## src/rtl/press_counter_pkg.sv

```systemverilog
// press_counter_pkg: shared definitions for the debounced press counter.
//   state_t      - FSM state encoding (2-bit, IDLE=0 .. WAIT_RELEASE=3)
//   N_DEFAULT    - default debounce timer width (window = 2^N cycles)
//   LEDS_DEFAULT - default width of the press count / LED bus
package press_counter_pkg;

  typedef enum logic [1:0] {
    IDLE         = 2'd0,
    WAIT_PRESS   = 2'd1,
    PRESSED      = 2'd2,
    WAIT_RELEASE = 2'd3
  } state_t;

  localparam int unsigned N_DEFAULT    = 6;
  localparam int unsigned LEDS_DEFAULT = 5;

endpackage

```

## src/rtl/press_counter_if.sv

```systemverilog
// press_counter_if: board-side signals of the press counter.
//   btn   - raw button, asynchronous to clk, 1 = pressed
//   leds  - running press count
//   press - one-cycle pulse per accepted press
// Modports: master drives btn and observes the outputs; slave is the counter.
interface press_counter_if
  import press_counter_pkg::*;
#(
  parameter int unsigned LEDS = LEDS_DEFAULT
);

  logic            btn;
  logic [LEDS-1:0] leds;
  logic            press;

  modport master (output btn, input leds, input press);
  modport slave  (input btn, output leds, output press);

endinterface

```

## src/rtl/sync_2ff.sv

```systemverilog
// sync_2ff: two-flop synchroniser for an asynchronous 1-bit input.
//   clk - destination clock
//   rst - synchronous active-high reset, clears both flops to 0
//   d   - asynchronous input
//   q   - synchronised output (second flop)
module sync_2ff (
  input  logic clk,
  input  logic rst,
  input  logic d,
  output logic q
);

  logic s1_q;
  logic s2_q;

  always_ff @(posedge clk) begin
    if (rst) begin
      s1_q <= 1'b0;
      s2_q <= 1'b0;
    end else begin
      s1_q <= d;
      s2_q <= s1_q;
    end
  end

  assign q = s2_q;

endmodule

```

## src/rtl/press_counter.sv

```systemverilog
// press_counter: synchronises and debounces a pushbutton and counts clean presses.
//   clk        - system clock, rising edge
//   rst        - synchronous active-high reset
//   bus.btn    - raw button input
//   bus.leds   - press count, wraps modulo 2^LEDS
//   bus.press  - registered one-cycle pulse per accepted press
// A level must hold for a full 2^N-cycle window in WAIT_PRESS / WAIT_RELEASE
// before the FSM moves on; any opposite level falls back with no partial credit.
module press_counter
  import press_counter_pkg::*;
#(
  parameter int unsigned N    = N_DEFAULT,
  parameter int unsigned LEDS = LEDS_DEFAULT
) (
  input  logic            clk,
  input  logic            rst,
  press_counter_if.slave  bus
);

  localparam logic [N-1:0] TIMER_MAX = '1;

  logic            s2;
  state_t          state_q, state_d;
  logic [N-1:0]    timer_q, timer_d;
  logic [LEDS-1:0] leds_q, leds_d;
  logic            press_q, press_d;

  sync_2ff u_sync (
    .clk (clk),
    .rst (rst),
    .d   (bus.btn),
    .q   (s2)
  );

  always_comb begin
    state_d = state_q;
    timer_d = timer_q;
    leds_d  = leds_q;
    press_d = 1'b0;
    unique case (state_q)
      IDLE: begin
        if (s2) begin
          state_d = WAIT_PRESS;
          timer_d = '0;
        end
      end
      WAIT_PRESS: begin
        // Level check first: a drop on the final timer cycle still rejects.
        if (!s2) begin
          state_d = IDLE;
        end else if (timer_q == TIMER_MAX) begin
          state_d = PRESSED;
          press_d = 1'b1;
          leds_d  = leds_q + 1'b1;
        end else begin
          timer_d = timer_q + 1'b1;
        end
      end
      PRESSED: begin
        if (!s2) begin
          state_d = WAIT_RELEASE;
          timer_d = '0;
        end
      end
      WAIT_RELEASE: begin
        // Re-entering PRESSED from here is a release bounce: no pulse, no count.
        if (s2) begin
          state_d = PRESSED;
        end else if (timer_q == TIMER_MAX) begin
          state_d = IDLE;
        end else begin
          timer_d = timer_q + 1'b1;
        end
      end
    endcase
  end

  always_ff @(posedge clk) begin
    if (rst) begin
      state_q <= IDLE;
      timer_q <= '0;
      leds_q  <= '0;
      press_q <= 1'b0;
    end else begin
      state_q <= state_d;
      timer_q <= timer_d;
      leds_q  <= leds_d;
      press_q <= press_d;
    end
  end

  assign bus.leds  = leds_q;
  assign bus.press = press_q;

endmodule

```

## src/flat_wrapper.sv

```systemverilog
// flat-port wrapper written by rule: the top's interface ports become plain ports
module press_counter_flat import press_counter_pkg::*;
#(
  parameter int unsigned N    = N_DEFAULT,
  parameter int unsigned LEDS = LEDS_DEFAULT
)
  (clk, rst, bus_btn, bus_leds, bus_press);
  press_counter_if #(.LEDS(LEDS)) bus_i ();
  input  logic clk;
  input  logic rst;
  input wire logic [$bits(bus_i.btn)-1:0] bus_btn;
  output wire logic [$bits(bus_i.leds)-1:0] bus_leds;
  output wire logic [$bits(bus_i.press)-1:0] bus_press;
  assign bus_i.btn = bus_btn;
  assign bus_leds = bus_i.leds;
  assign bus_press = bus_i.press;
  press_counter #(.N(N), .LEDS(LEDS)) u_core (.clk(clk), .rst(rst), .bus(bus_i));
endmodule
```

## config.mk

```make
export PLATFORM = sky130hd
export DESIGN_NAME = press_counter_flat
export DESIGN_NICKNAME = d
export VERILOG_FILES = /design/src/rtl/press_counter_pkg.sv /design/src/rtl/press_counter_if.sv /design/src/rtl/sync_2ff.sv /design/src/rtl/press_counter.sv /design/src/flat_wrapper.sv
export SDC_FILE = /design/constraint.sdc
export NUM_CORES = 1
export LEC_CHECK = 0
export ABC_CLOCK_PERIOD_IN_PS = 4400
export CORE_AREA = 2 2 39 41
export CTS_BUF_LIST = sky130_fd_sc_hd__clkbuf_4
export CTS_CLUSTER_SIZE = 14
export DETAILED_ROUTE_END_ITERATION = 12
export DIE_AREA = 0 0 41 43
export PLACE_DENSITY = 0.75
export SETUP_SLACK_MARGIN = 0.05
export SKIP_LAST_GASP = 1
export SLEW_MARGIN = 20
export SYNTH_ARGS = -nofsm -noshare
export SYNTH_HDL_FRONTEND = slang
export SYNTH_SLANG_ARGS = --single-unit
```

## constraint.sdc

```tcl
create_clock -name clk -period 4.4 [get_ports clk]
set_input_delay 0.66 -clock clk [delete_from_list [all_inputs] [get_ports clk]]
set_output_delay 0.66 -clock clk [all_outputs]
set_load 0.05 [all_outputs]
```

Word level (Yosys, flattened, before mapping). Cells that the tools add are included.

$add $sub $neg: 2. Eq/ne operators: 10. Muxes and demuxes: 14. Bitwise gates (word level): 2. Reduce and logical (&&, ||, !) cells: 5.

Operators with widths (count): $mux W6 (5); $pmux W6 S4 (1); $mux W2 (6); $ne A2 B2 Y1 const B (4); $pmux W2 S4 (1); $reduce_and A4 Y1 (2); $add A6 B1 Y6 const B (1); $eq A6 B6 Y1 const B (1); $ne A3 B2 Y1 const B (2); $add A5 B1 Y5 const B (1); $eq A2 B2 Y1 const B (2); $reduce_and A3 Y1 (1); $reduce_or A3 Y1 (1); $eq A2 B1 Y1 const B (1); $logic_not A2 Y1 (1); $not A1 Y1 (2); $mux W1 (1).

Register bits: 16. Output and inout bits: 6. Logic and storage cells: 39.

Depth between registers and ports, before layout.
Depth in word-level cells: 4. Depth in mapped cells: 6. Mapped depth without buffers: 5.

By module. Synthesis repeated with hierarchy kept, for this count alone.

Cells, all modules: 74. Area total of the unflattened synthesis: 700.7 µm².

Modules (own cells, without submodules): press_counter (instances 1, cells an instance 70, area an instance 648.1 µm², seq. area each 280.3 µm²); sync_2ff (instances 1, cells an instance 4, area an instance 52.6 µm², seq. area each 40.0 µm²).

Least setup slack after synthesis. OpenSTA, ideal clock, no wires.

Path type: register -> register. Start point: reg u_core.leds_q[0], in the netlist u_core.bus.leds[0]. End point: reg u_core.leds_q[4], in the netlist u_core.bus.leds[4]. Data arrival time: 1.449 ns. Required time: 4.272 ns. Slack: 2.823 ns. Cell stages (with the launch flop): 6. Path buffers: 0. Path through: dfxtp_1 > ha_1 > nand3b_1 > nor4_1 > xnor2_1 > nor2_1.

Longest elaborated chain between the ends: 1.

Ends and longest elaborated chain: start, declared (line press_counter.sv:25) `logic [LEDS-1:0] leds_q, leds_d;`; start signal, assigned (line press_counter.sv:87) `leds_q <= leds_d;`; $add A5 B1 Y5 (line press_counter.sv:54) `leds_d = leds_q + 1'b1;`.

Every way passes these cells. A chain may end at the register's enable or synchronous reset.

Final worst setup path.
Start point: reg u_core.leds_q[2], in the netlist u_core.bus.leds[2]. End point: out bus_leds[2].

RTL lines: end, declared (line flat_wrapper.sv:12) `output wire logic [$bits(bus_i.leds)-1:0] bus_leds;`.

No word-level cell between the ends.

==> run summary <==
Status - finished clean
Final Setup Violations - 0
Routed length on met2 - 576 µm
Clock share of power - 33.4%
CP Cell Sequence - clkdlybuf4s50_1
Max incr delay on CP - 0.82 ns
Top cells by area, synth - dfxtp_1 47%, nor2_1 6.1%, xnor2_1 5.1%, o211ai_1 4.4%, ha_1 3.7%
Seq pwr share - 63.1%
Area share of fa/ha/maj cells after synthesis - 3.68%
Net Sw Frac - 21.6%
Pre-CTS setup slack - 2.16 ns
Pwr Density - 293 nW/µm²
Io pins - 9
Synthesized cell area - 681 µm²
Delay-heaviest family, CP - buffers and inverters
First-pass DRT Iterations - 4
Non-Filler Instances - 99
First-pass GRT wire length - 1990 µm
Root buffer cell - clkbuf_4
Crit. End Element - output port
Met1 wire length - 546 µm
Nets - 89
DRT antenna net count - 0
Max H-tree Level - 1
Most common cell after layout, fill and taps aside - dfxtp_1
DP HPWL - 826 µm
Max_cap viols - 0
RSZ-0062 raised after global routing - no
WP data required - 3.74 ns
Vias - 538
Port bufs - 8
# diodes - 0
Skew-Pair Late Insertion Delay - 0.29 ns
Iter 0 DRT Violations - 1
Vias in the first global route - 501
Maximum number of pins on one net before global-route repair - 15
Num CTS Buffers - 3
Die height - 43 µm
Mux contribution to synthesized area - 2.94%
Area leader, netlist - dfxtp_1
Yosys warnings - 0
Design area - 795 µm²
Post-route setup slack - 2.23 ns
CTS Buffer Depth - 2
CTS tree - built
Yosys top cell area share - 47.1%
Setup TNS - 0 ns
Largest family of logic cells by synthesized area - simple AND/OR/NAND/NOR gates
Most frequent cells in the layout - 16 x dfxtp_1, 11 x nor2_1, 8 x clkdlybuf4s50_1
Starting Density - 49.2%
Fin crit share - 49.4%
Area fraction in and, or, nand and nor cells after synthesis - 22.8%
Leak - 0.289 nW
Worst path slowest cell - clkdlybuf4s50_1
Gate power share - 3.5%
Layout cells sized above 1 - 6.02%
XOR/XNOR Fraction of Synth Area - 10.1%
Hold Crit Class - reg2reg
DP Area - 768 µm²
Detail Route met3 WL - 36 µm
Mapped Nets - 79
CP bufs+invs - 1
Post-synthesis compound-gate area fraction - 11.0%
WS Path Type - reg2out
DRC viols - 0
Worst slew pin tran - 0.494 ns
Crit path time final - 2.17 ns
Rows - 14
Initial antenna violation count - 0
Register area share after synthesis - 47.1%
Die Wd - 41 µm
Critical Path Source Type - register
Net Sw Power - 0.0503 mW
CTS-repair resized insts - 0
Worst Skew - 0.0124 ns
Final Hold Vio Count - 0
Total gr overflow - 0
Detailed-route wire length per cell - 12.0 µm
Die area - 1760 µm²
Yosys cell types - 25
# clock sinks - 16
Placer congestion estimate - 0.700
# Post-CTS Setup Buffers - 0
Final wirelength - 1190 µm
Core Util, Final - 57.4%
Hold Buf Count CTS - 0
Syn Inst Count - 74
Internal cell power - 0.182 mW
Core area - 1380 µm²
Peak supply drop - 0.214 mV
Syn avg cell area - 9.20 µm²
FILL cells - 126
Critical-path maximum fanout - 4
Area grow syn2layout - 16.7%
FMAX - 460 MHz
Final Max Tran Viols - 0
Register bit total from synthesis - 16
Power Total - 0.232 mW
Overall Global Routing Usage - 16.7%
Clock-pin slew on the worst setup and hold paths - 0.10 ns
Via-per-instance ratio - 5.43
WP data arrival - 1.51 ns
WHS - 0.446 ns
DR top layer - met4
# placed instances - 95
Rel. slew slack - 66.9%
cell type report:
class	instances	area, µm²	share of cell area (%)
multi-input cells	54	344	43.3
inverters	1	3.75	0.472
flip-flops and latches	16	320	40.3
clock inverters	1	3.75	0.472
repair buffers	8	80.1	10.1
clock buffers	3	22.5	2.83
well taps	16	20.0	2.52
metal layers:
metal  GRT usage [%]  up-vias
met2            24.7        7
met1            20.4      251
met4            12.0        0
met5               0        -
met3            3.14        4
li1                -      276
synth_stat cells:
| library cell | instances |
|---|---|
| ha_1 | 2 |
| or4_1 | 2 |
| nand2_1 | 6 |
| nor2b_1 | 2 |
| buf_2 | 1 |
| and3_1 | 1 |
| o21ai_0 | 1 |
| nand3_1 | 3 |
| inv_1 | 1 |
| a21oi_1 | 3 |
| nor4_1 | 3 |
| xnor2_1 | 4 |
| mux2i_1 | 2 |
| o21ai_2 | 1 |
| o2111ai_1 | 1 |
| xor2_2 | 1 |
| dfxtp_1 | 16 |
| nand3b_1 | 1 |
| a21o_1 | 1 |
| nand2b_1 | 1 |
| clkbuf_1 | 2 |
| nor3_1 | 2 |
| xor2_1 | 2 |
| nor2_1 | 11 |
| o211ai_1 | 4 |
worst paths after layout:
| path | slack (ns) | to | startpoint | cells past startpoint |
|---|---|---|---|---|
| min | 0.45 | u_core.u_sync.q$_SDFF_PP0_ | u_core.u_sync.s1_q$_SDFF_PP0_ | 1 |
| min reg2reg | 0.45 | u_core.u_sync.q$_SDFF_PP0_ | u_core.u_sync.s1_q$_SDFF_PP0_ | 1 |
| max reg2reg | 2.63 | u_core.bus.leds[1]$_SDFFE_PP0P_ | u_core.timer_q[0]$_SDFFE_PP0P_ | 5 |
| max | 2.23 | bus_leds[2] | u_core.bus.leds[2]$_SDFFE_PP0P_ | 1 |
state kept, by name, summed over array words and instances (netlist names), named ones only:
name / cells
u_core.timer_q: 6
u_core.bus.leds: 5
u_core.bus.press: 1
u_core.state_q: 1
u_core.u_sync.q: 1
u_core.u_sync.s1_q: 1
kinds of logic (layout without fill, tap and decap cells):
logic type,after synthesis,in the layout
flip-flops,16,16
AO/OA/AOI/OAI,11,11
XOR/XNOR,7,7
multiplexers,2,2
AND/OR/NAND/NOR,32,32
buffers and inverters,4,13
adder cells (fa/ha/maj),2,2
power groups by stage:
| stage | Sequential (mW) | Clock [mW] | Combinational (mW) |
|---|---|---|---|
| floorplan | 0.150 | 0 | 0.00501 |
| global placement | 0.150 | 0 | 0.00791 |
| detailed placement | 0.150 | 0 | 0.00797 |
| CTS | 0.147 | 0.0815 | 0.00807 |
| global route | 0.147 | 0.0875 | 0.00880 |
| finish | 0.147 | 0.0777 | 0.00803 |
(Power assumes the default switching activity.)
